==> src/rtl/fetch_stage_if.sv <==
// Fetch-stage bus: icache request/response, hazard/redirect inputs and IF/ID latch outputs.
// Optional FETCH_PERF_EN adds the fetch_count/stall_count performance counters.
interface fetch_stage_if;
    logic        ihit;
    logic [31:0] imemload;
    logic        imemREN;
    logic [31:0] imemaddr;
    logic        stall;
    logic        redirect;
    logic [31:0] redirect_addr;
    logic        ifW;
    logic        ifRST;
    logic [31:0] ifinstr;
    logic [31:0] ifiaddr;
    logic [31:0] ifJALjump_addr;
`ifdef FETCH_PERF_EN
    logic [31:0] fetch_count;
    logic [31:0] stall_count;
`endif

    modport master (
        input  ihit, imemload, stall, redirect, redirect_addr,
        output imemREN, imemaddr, ifW, ifRST, ifinstr, ifiaddr, ifJALjump_addr
`ifdef FETCH_PERF_EN
        , output fetch_count, stall_count
`endif
    );

    modport slave (
        output ihit, imemload, stall, redirect, redirect_addr,
        input  imemREN, imemaddr, ifW, ifRST, ifinstr, ifiaddr, ifJALjump_addr
`ifdef FETCH_PERF_EN
        , input fetch_count, stall_count
`endif
    );
endinterface

==> src/rtl/fetch_stage.sv <==
// MIPS instruction-fetch stage: PC register, icache request, redirect/squash and halt handling.
// Define FETCH_PERF_EN to add the fetch/stall performance counters.
module fetch_stage #(
    parameter logic [31:0] PC_INIT   = 32'h0000_0000,
    parameter logic [31:0] HALT_WORD = 32'hFFFF_FFFF
) (
    input logic           CLK,
    input logic           nRST,
    fetch_stage_if.master fs
);
    typedef enum logic [1:0] {StFetch, StSquash, StHalted} state_e;

    state_e      state_q, state_d;
    logic [31:0] pc_q, pc_d;
    logic [31:0] tgt_q, tgt_d;
    logic        if_w, if_rst;

    always_comb begin
        state_d = state_q;
        pc_d    = pc_q;
        tgt_d   = tgt_q;
        if_w    = 1'b0;
        if_rst  = 1'b0;
        unique case (state_q)
            StFetch: begin
                if (fs.redirect) begin
                    if_rst = 1'b1;
                    if (fs.ihit) begin
                        pc_d = fs.redirect_addr;
                    end else begin
                        // Miss in flight: keep the request stable, remember where to go.
                        tgt_d   = fs.redirect_addr;
                        state_d = StSquash;
                    end
                end else if (fs.ihit && !fs.stall) begin
                    if_w = 1'b1;
                    pc_d = pc_q + 32'd4;
                    if (fs.imemload == HALT_WORD) state_d = StHalted;
                end
            end
            StSquash: begin
                if (fs.redirect) begin
                    tgt_d  = fs.redirect_addr;
                    if_rst = 1'b1;
                end
                if (fs.ihit) begin
                    pc_d    = fs.redirect ? fs.redirect_addr : tgt_q;
                    state_d = StFetch;
                end
            end
            StHalted: begin
                if (fs.redirect) begin
                    if_rst  = 1'b1;
                    pc_d    = fs.redirect_addr;
                    state_d = StFetch;
                end
            end
            default: state_d = StFetch;
        endcase
    end

    always_ff @(posedge CLK or negedge nRST) begin
        if (!nRST) begin
            state_q <= StFetch;
            pc_q    <= PC_INIT;
            tgt_q   <= 32'h0;
        end else begin
            state_q <= state_d;
            pc_q    <= pc_d;
            tgt_q   <= tgt_d;
        end
    end

    // Latch controls are forced low while reset is held, regardless of inputs.
    assign fs.ifW            = if_w & nRST;
    assign fs.ifRST          = if_rst & nRST;
    assign fs.imemREN        = (state_q != StHalted);
    assign fs.imemaddr       = pc_q;
    assign fs.ifinstr        = fs.imemload;
    assign fs.ifiaddr        = pc_q;
    assign fs.ifJALjump_addr = pc_q + 32'd4;

`ifdef FETCH_PERF_EN
    logic [31:0] fetch_cnt_q, stall_cnt_q;

    always_ff @(posedge CLK or negedge nRST) begin
        if (!nRST) begin
            fetch_cnt_q <= 32'h0;
            stall_cnt_q <= 32'h0;
        end else begin
            if (if_w) fetch_cnt_q <= fetch_cnt_q + 32'd1;
            if ((state_q != StHalted) && !if_w) stall_cnt_q <= stall_cnt_q + 32'd1;
        end
    end

    assign fs.fetch_count = fetch_cnt_q;
    assign fs.stall_count = stall_cnt_q;
`endif
endmodule

==> src/flat_wrapper.sv <==
// flat-port wrapper written by rule: the top's interface ports become plain ports
module fetch_stage_flat 
#(
    parameter logic [31:0] PC_INIT   = 32'h0000_0000,
    parameter logic [31:0] HALT_WORD = 32'hFFFF_FFFF
)
  (CLK, nRST, fs_ihit, fs_imemload, fs_stall, fs_redirect, fs_redirect_addr, fs_imemREN, fs_imemaddr, fs_ifW, fs_ifRST, fs_ifinstr, fs_ifiaddr, fs_ifJALjump_addr);
  fetch_stage_if fs_i ();
  input logic CLK;
  input logic nRST;
  input wire logic [$bits(fs_i.ihit)-1:0] fs_ihit;
  input wire logic [$bits(fs_i.imemload)-1:0] fs_imemload;
  input wire logic [$bits(fs_i.stall)-1:0] fs_stall;
  input wire logic [$bits(fs_i.redirect)-1:0] fs_redirect;
  input wire logic [$bits(fs_i.redirect_addr)-1:0] fs_redirect_addr;
  output wire logic [$bits(fs_i.imemREN)-1:0] fs_imemREN;
  output wire logic [$bits(fs_i.imemaddr)-1:0] fs_imemaddr;
  output wire logic [$bits(fs_i.ifW)-1:0] fs_ifW;
  output wire logic [$bits(fs_i.ifRST)-1:0] fs_ifRST;
  output wire logic [$bits(fs_i.ifinstr)-1:0] fs_ifinstr;
  output wire logic [$bits(fs_i.ifiaddr)-1:0] fs_ifiaddr;
  output wire logic [$bits(fs_i.ifJALjump_addr)-1:0] fs_ifJALjump_addr;
  assign fs_i.ihit = fs_ihit;
  assign fs_i.imemload = fs_imemload;
  assign fs_i.stall = fs_stall;
  assign fs_i.redirect = fs_redirect;
  assign fs_i.redirect_addr = fs_redirect_addr;
  assign fs_imemREN = fs_i.imemREN;
  assign fs_imemaddr = fs_i.imemaddr;
  assign fs_ifW = fs_i.ifW;
  assign fs_ifRST = fs_i.ifRST;
  assign fs_ifinstr = fs_i.ifinstr;
  assign fs_ifiaddr = fs_i.ifiaddr;
  assign fs_ifJALjump_addr = fs_i.ifJALjump_addr;
  fetch_stage #(.PC_INIT(PC_INIT), .HALT_WORD(HALT_WORD)) u_core (.CLK(CLK), .nRST(nRST), .fs(fs_i));
endmodule
==> config.mk <==
export PLATFORM = sky130hd
export DESIGN_NAME = fetch_stage_flat
export DESIGN_NICKNAME = d
export VERILOG_FILES = /design/src/rtl/fetch_stage_if.sv /design/src/rtl/fetch_stage.sv /design/src/flat_wrapper.sv
export SDC_FILE = /design/constraint.sdc
export NUM_CORES = 1
export LEC_CHECK = 0
export BUFFER_PORTS_ARGS = -buffer_cell sky130_fd_sc_hd__buf_2
export CAP_MARGIN = 20
export CORE_UTILIZATION = 53
export DETAILED_ROUTE_END_ITERATION = 8
export MAX_ROUTING_LAYER = met4
export PLACE_DENSITY = 0.94
export SLEW_MARGIN = 5
export SYNTH_ARGS = -nofsm -noshare
export SYNTH_HDL_FRONTEND = slang
export SYNTH_SLANG_ARGS = --single-unit
==> constraint.sdc <==
create_clock -name CLK -period 4.2 [get_ports CLK]
set_input_delay 0 -clock CLK [delete_from_list [all_inputs] [get_ports CLK]]
set_output_delay 0 -clock CLK [all_outputs]
set_load 0.01 [all_outputs]
# Word-level counts from Yosys, hierarchy flattened
# Cells that the tools add are included.
[word_totals]
input_bits = 69
ff_bits = 66
word_cells = 49
[op_classes]
n_addsub = 1
n_eq_ne = 12
mux = 22
n_reduce_logical = 9
bitwise_logic = 2
[op_table]
columns = ["cell", "count"]
rows = [
  ["$mux 32", 8],
  ["$pmux 32 s3", 1],
  ["$pmux 32 s2", 1],
  ["$add 32x3->32 const B", 1],
  ["$eq 32x32->1 const B", 1],
  ["$mux 2", 6],
  ["$ne 2x2->1 const B", 5],
  ["$reduce_and 5->1", 2],
  ["$ne 3x2->1 const B", 2],
  ["$ne 3x3->1 const B", 2],
  ["$pmux 2 s3", 1],
  ["$mux 1", 5],
  ["$reduce_and 3->1", 1],
  ["$reduce_bool 3->1", 1],
  ["$reduce_or 3->1", 1],
  ["$and 1x1->1", 2],
  ["$eq 2x1->1 const B", 1],
  ["$eq 2x2->1 const B", 1],
  ["$logic_not 2->1", 1],
  ["$reduce_bool 2->1", 1],
  ["$logic_and 1x1->1", 1],
  ["$logic_not 1->1", 1],
]

# Depth between registers and ports, before layout
[logic_depth]
depth_word = 6
mapped_depth = 10

# Worst setup path before layout
# OpenSTA, ideal clock, no wires.
[synth_path]
kind = "register -> register"
start = "reg u_core.state_q[0]"
end = "reg u_core.pc_q[19] (netlist: u_core.fs.ifiaddr[19])"
setup_slack_ns = 2.104
stages_incl_launch_ff = 10
t_required_ns = 4.122
t_arrival_ns = 2.018
period_less_slack_ns = 2.096
cell_sequence = "dfrtp_1 -> inv_1 -> ha_1 -> buf_2 -> inv_1 -> o22ai_1 -> buf_2 -> a22o_1 -> a21oi_1 -> o2bb2ai_1"
[synth_via]
elab_chain_cells = 3
elab_cells_between_ends = 10
classes_between = "eq/ne (6); mux (1); reduce/logical (3)"
[synth_rtl]
columns = ["element", "line", "text"]
rows = [
  ["start, declared", "fetch_stage.sv:13", "state_e state_q, state_d;"],
  ["start signal, assigned", "fetch_stage.sv:64", "state_q <= StFetch;"],
  ["start signal, assigned", "fetch_stage.sv:68", "state_q <= state_d;"],
  ["$eq 2x2->1, or another cell as far along", "fetch_stage.sv:24", "unique case (state_q)"],
  ["$ne 2x2->1 (no source line), or another cell as far along", "-", ""],
  ["$reduce_and 5->1 (no source line)", "-", ""],
  ["end signal, assigned", "fetch_stage.sv:69", "pc_q <= pc_d;"],
  ["end, declared", "fetch_stage.sv:14", "logic [31:0] pc_q, pc_d;"],
]
# Parallel ways exist; a longest one is shown, timed or not.
# A chain may end at the register's enable or synchronous reset.

# Worst setup path after layout
[layout_path]
start = "reg u_core.state_q[0]"
end = "reg u_core.pc_q[20] (netlist: u_core.fs.ifiaddr[20])"
# Same word-level chain as after synthesis.

==> impl_metrics.py <==
metrics = {
    "run_status": {
        "status": "complete, but fails checks",
        "violations": "DRC",
    },
    "die": {
        "core_area_mm2": 0.00885,
        "die_w_um": 98.3,
        "die-area_mm2": 0.00966,
        "rows": 34,
        "io_pins": 200,
        "start_util_pct": 55.5,
        "die_h_um": 98.3,
    },
    "critical_path": {
        "path_max_fanout": 29,
        "worstSetupPathType": "reg -> reg",
        "cp.arrival_ns": 3.40,
        "worst_ep_required_time_ns": 4.49,
        "end_kind": "flip-flop",
        "critPathLaunchType": "flip-flop",
    },
    "synthesis": {
        "syn_area_mm2": 0.00491,
        "yosysWarnings": 0,
        "synthFlopType": "dfrtp_1",
        "synth_common_cells": "buf_4 (66), dfrtp_1 (66), a21oi_1 (37), nand2_1 (37), mux2_2 (35)",
        "syn_inst": 545,
        "ys_seq_area_share_pct": 33.6,
        "ys_top_cells_by_area": "dfrtp_1 (34%), buf_4 (10%), mux2_2 (8.0%)",
        "synth_fp_nets": 619,
        "synth-async-reset-ratio_pct": 100,
        "synth_edf_count": 0,
        "yosys.area.top_type": "dfrtp_1",
        "yosysUniqueCellTypes": 60,
        "synth_top_area_share_pct": 33.6,
        "synth_area_per_cell_um2": 9.02,
        "synth-seq-cells": 66,
    },
    "cells_and_area": {
        "finish.net_count": 772,
        "drive_above_1_share_pct": 38.3,
        "area_delta_synth_final_pct": 23.9,
        "fillCellCount": 644,
        "finish.utilization_pct": 68.8,
        "diodes": 0,
        "fin_area_mm2": 0.00609,
    },
    "global_route": {
        "track_usage_pct": 36.8,
        "antenna_found_initial": 0,
        "grt_pass1_vias": 5167,
        "grt_pass1_wl_um": 26900,
        "grt_max_degree": 56,
        "grt.overflow.total": 0,
    },
    "clocking": {
        "cts.path.max_buffers": 2,
        "cts_num_sinks": 66,
        "clock-root-buffer": "clkbuf_8",
        "cts-resized-gates": 0,
        "clk_latency_ns": 0.37,
        "cts-htree-levels": 3,
        "cts_tree": "yes",
        "cts_buffers": 9,
        "path_clk_slew_ns": 0.09,
    },
    "timing": {
        "maxSlewViolCount": 0,
        "fin_ws_ns": 1.09,
        "fmax_mhz": 322,
        "period_share_pct": 74.0,
        "hold_viol": 0,
        "max_slew_margin_pct": 34.3,
        "totalNegativeSetupSlack_ns": 0,
        "fin_crit_ns": 3.11,
        "fin_skew_ns": 0.0171,
        "hold_slack_ns": 0.0614,
        "worst_pin_slew_ns": 0.986,
        "setup_viol": 0,
        "rsz0062_at_grt": "no",
    },
    "power": {
        "ir_drop_uv": 255,
        "p_leak_uw": 0.00283,
        "power_density_mw_per_mm2": 692,
    },
    "flow_run": {
        "cap_violations": 0,
    },
    "routing": {
        "detail_route.iter0.violations": 930,
        "ant_nets": 0,
        "drc": 10,
        "drt_first_pass_iters": 9,
        "wire_per_inst_um": 21.0,
        "finalWirelength_um": 17000,
        "via_per_inst": 6.70,
        "num_vias": 5432,
    },
    "worst_hold_path": {
        "min_path_type": "in -> async",
    },
    "placed_design": {
        "dp_hpwl_um": 11000,
        "io_buffers": 199,
        "place_ws_ns": 1.32,
        "place_congestion": 0.978,
        "postPlaceCellArea_mm2": 0.00549,
    },
}
[where the power goes]
| part | internal [µW] | total, µW | switching, µW |
|---|---|---|---|
| clock | 458 | 742 | 283 |
| sequential | 940 | 1360 | 424 |
| combinational | 916 | 2100 | 1190 |
| total | 2310 | 4210 | 1900 |
[per-stage QoR]
step	power (µW)	std cells
floorplan	2740	545
global placement	3210	762
detailed placement	3320	762
CTS	4100	811
global route	4400	811
finish	4210	811
[cell type report]
type	instances	area (µm²)	area share, %
clock buffers	10	128	2.10
flip-flops and latches	66	1650	27.1
well taps	108	135	2.22
repair buffers	241	1390	22.9
clock inverters	6	138	2.26
multi-input cells	365	2580	42.5
inverters	15	56.3	0.925
[logic make-up after synthesis]
family	Yosys count	share of synthesized area, %
AOI/OAI and AO/OA	157	21.8
xor gates and xnor gates	28	4.99
adders and majority gates	5	1.27
buffers and inverters	114	14.0
DFF	66	33.6
muxes	40	9.04
and+or+nand+nor	135	15.3
[metal layers]
metal  part of all wire [%]  up-vias  GRT usage [%]  wire, µm
met5                      0        -              -         0
met4                    5.5        0           16.9       940
met3                     11      114           6.30      1930
met2                     50      553           62.0      8490
met1                     33     2507           43.1      5690
li1                       -     2258              -         -
[flip-flops by register name, summed over array words and instances (netlist names)]
signal	flops
u_core.state_q	2
u_core.fs.ifiaddr	32
u_core.tgt_q	32
[cell usage in the layout, fill, tap and decap left out, types with 15 or more instances in the layout]
cell and instances:
nand4_1 15, xnor2_1 21, a22oi_1 20, mux2_2 35
buf_2 199, inv_1 15, nor2_1 21, dlygate4sd3_1 33
dfrtp_1 66, a21oi_1 37, o21ai_0 33, nand2_1 37
[what timing repair did]
action                    in CTS  in global routing
hold endpoints to repair      49                  0
hold buffers                  33                  0
buffers inserted               0                  0
[critical path, stage by stage, from the launching register on]
cell       delay (ns)
dfrtp_1          0.45
inv_1            0.10
ha_1             0.29
buf_4            0.33
inv_1            0.32
o22ai_1          0.83
buf_4            0.34
a22oi_1          0.10
o21ai_0          0.13
o2bb2ai_1        0.14
[path summary, 6_finish.rpt]
path,startpoint,to,slack (ns),depth (start not counted)
hold reg to reg,u_core.tgt_q[12]$_DFFE_PN0P_,u_core.tgt_q[12]$_DFFE_PN0P_,0.51,1
min in group CLK,fs_imemload[16],u_core.state_q[1]$_DFFE_PN0P_,0.17,6
max in group asynchronous,nRST,u_core.fs.ifiaddr[15]$_DFFE_PN0P_,3.12,3
setup / recovery,u_core.state_q[0]$_DFFE_PN0P_,u_core.fs.ifiaddr[20]$_DFFE_PN0P_,1.09,9
setup reg to reg,u_core.state_q[0]$_DFFE_PN0P_,u_core.fs.ifiaddr[20]$_DFFE_PN0P_,1.09,9
hold / removal,nRST,u_core.tgt_q[15]$_DFFE_PN0P_,0.06,2
(Power assumes the default switching activity.)
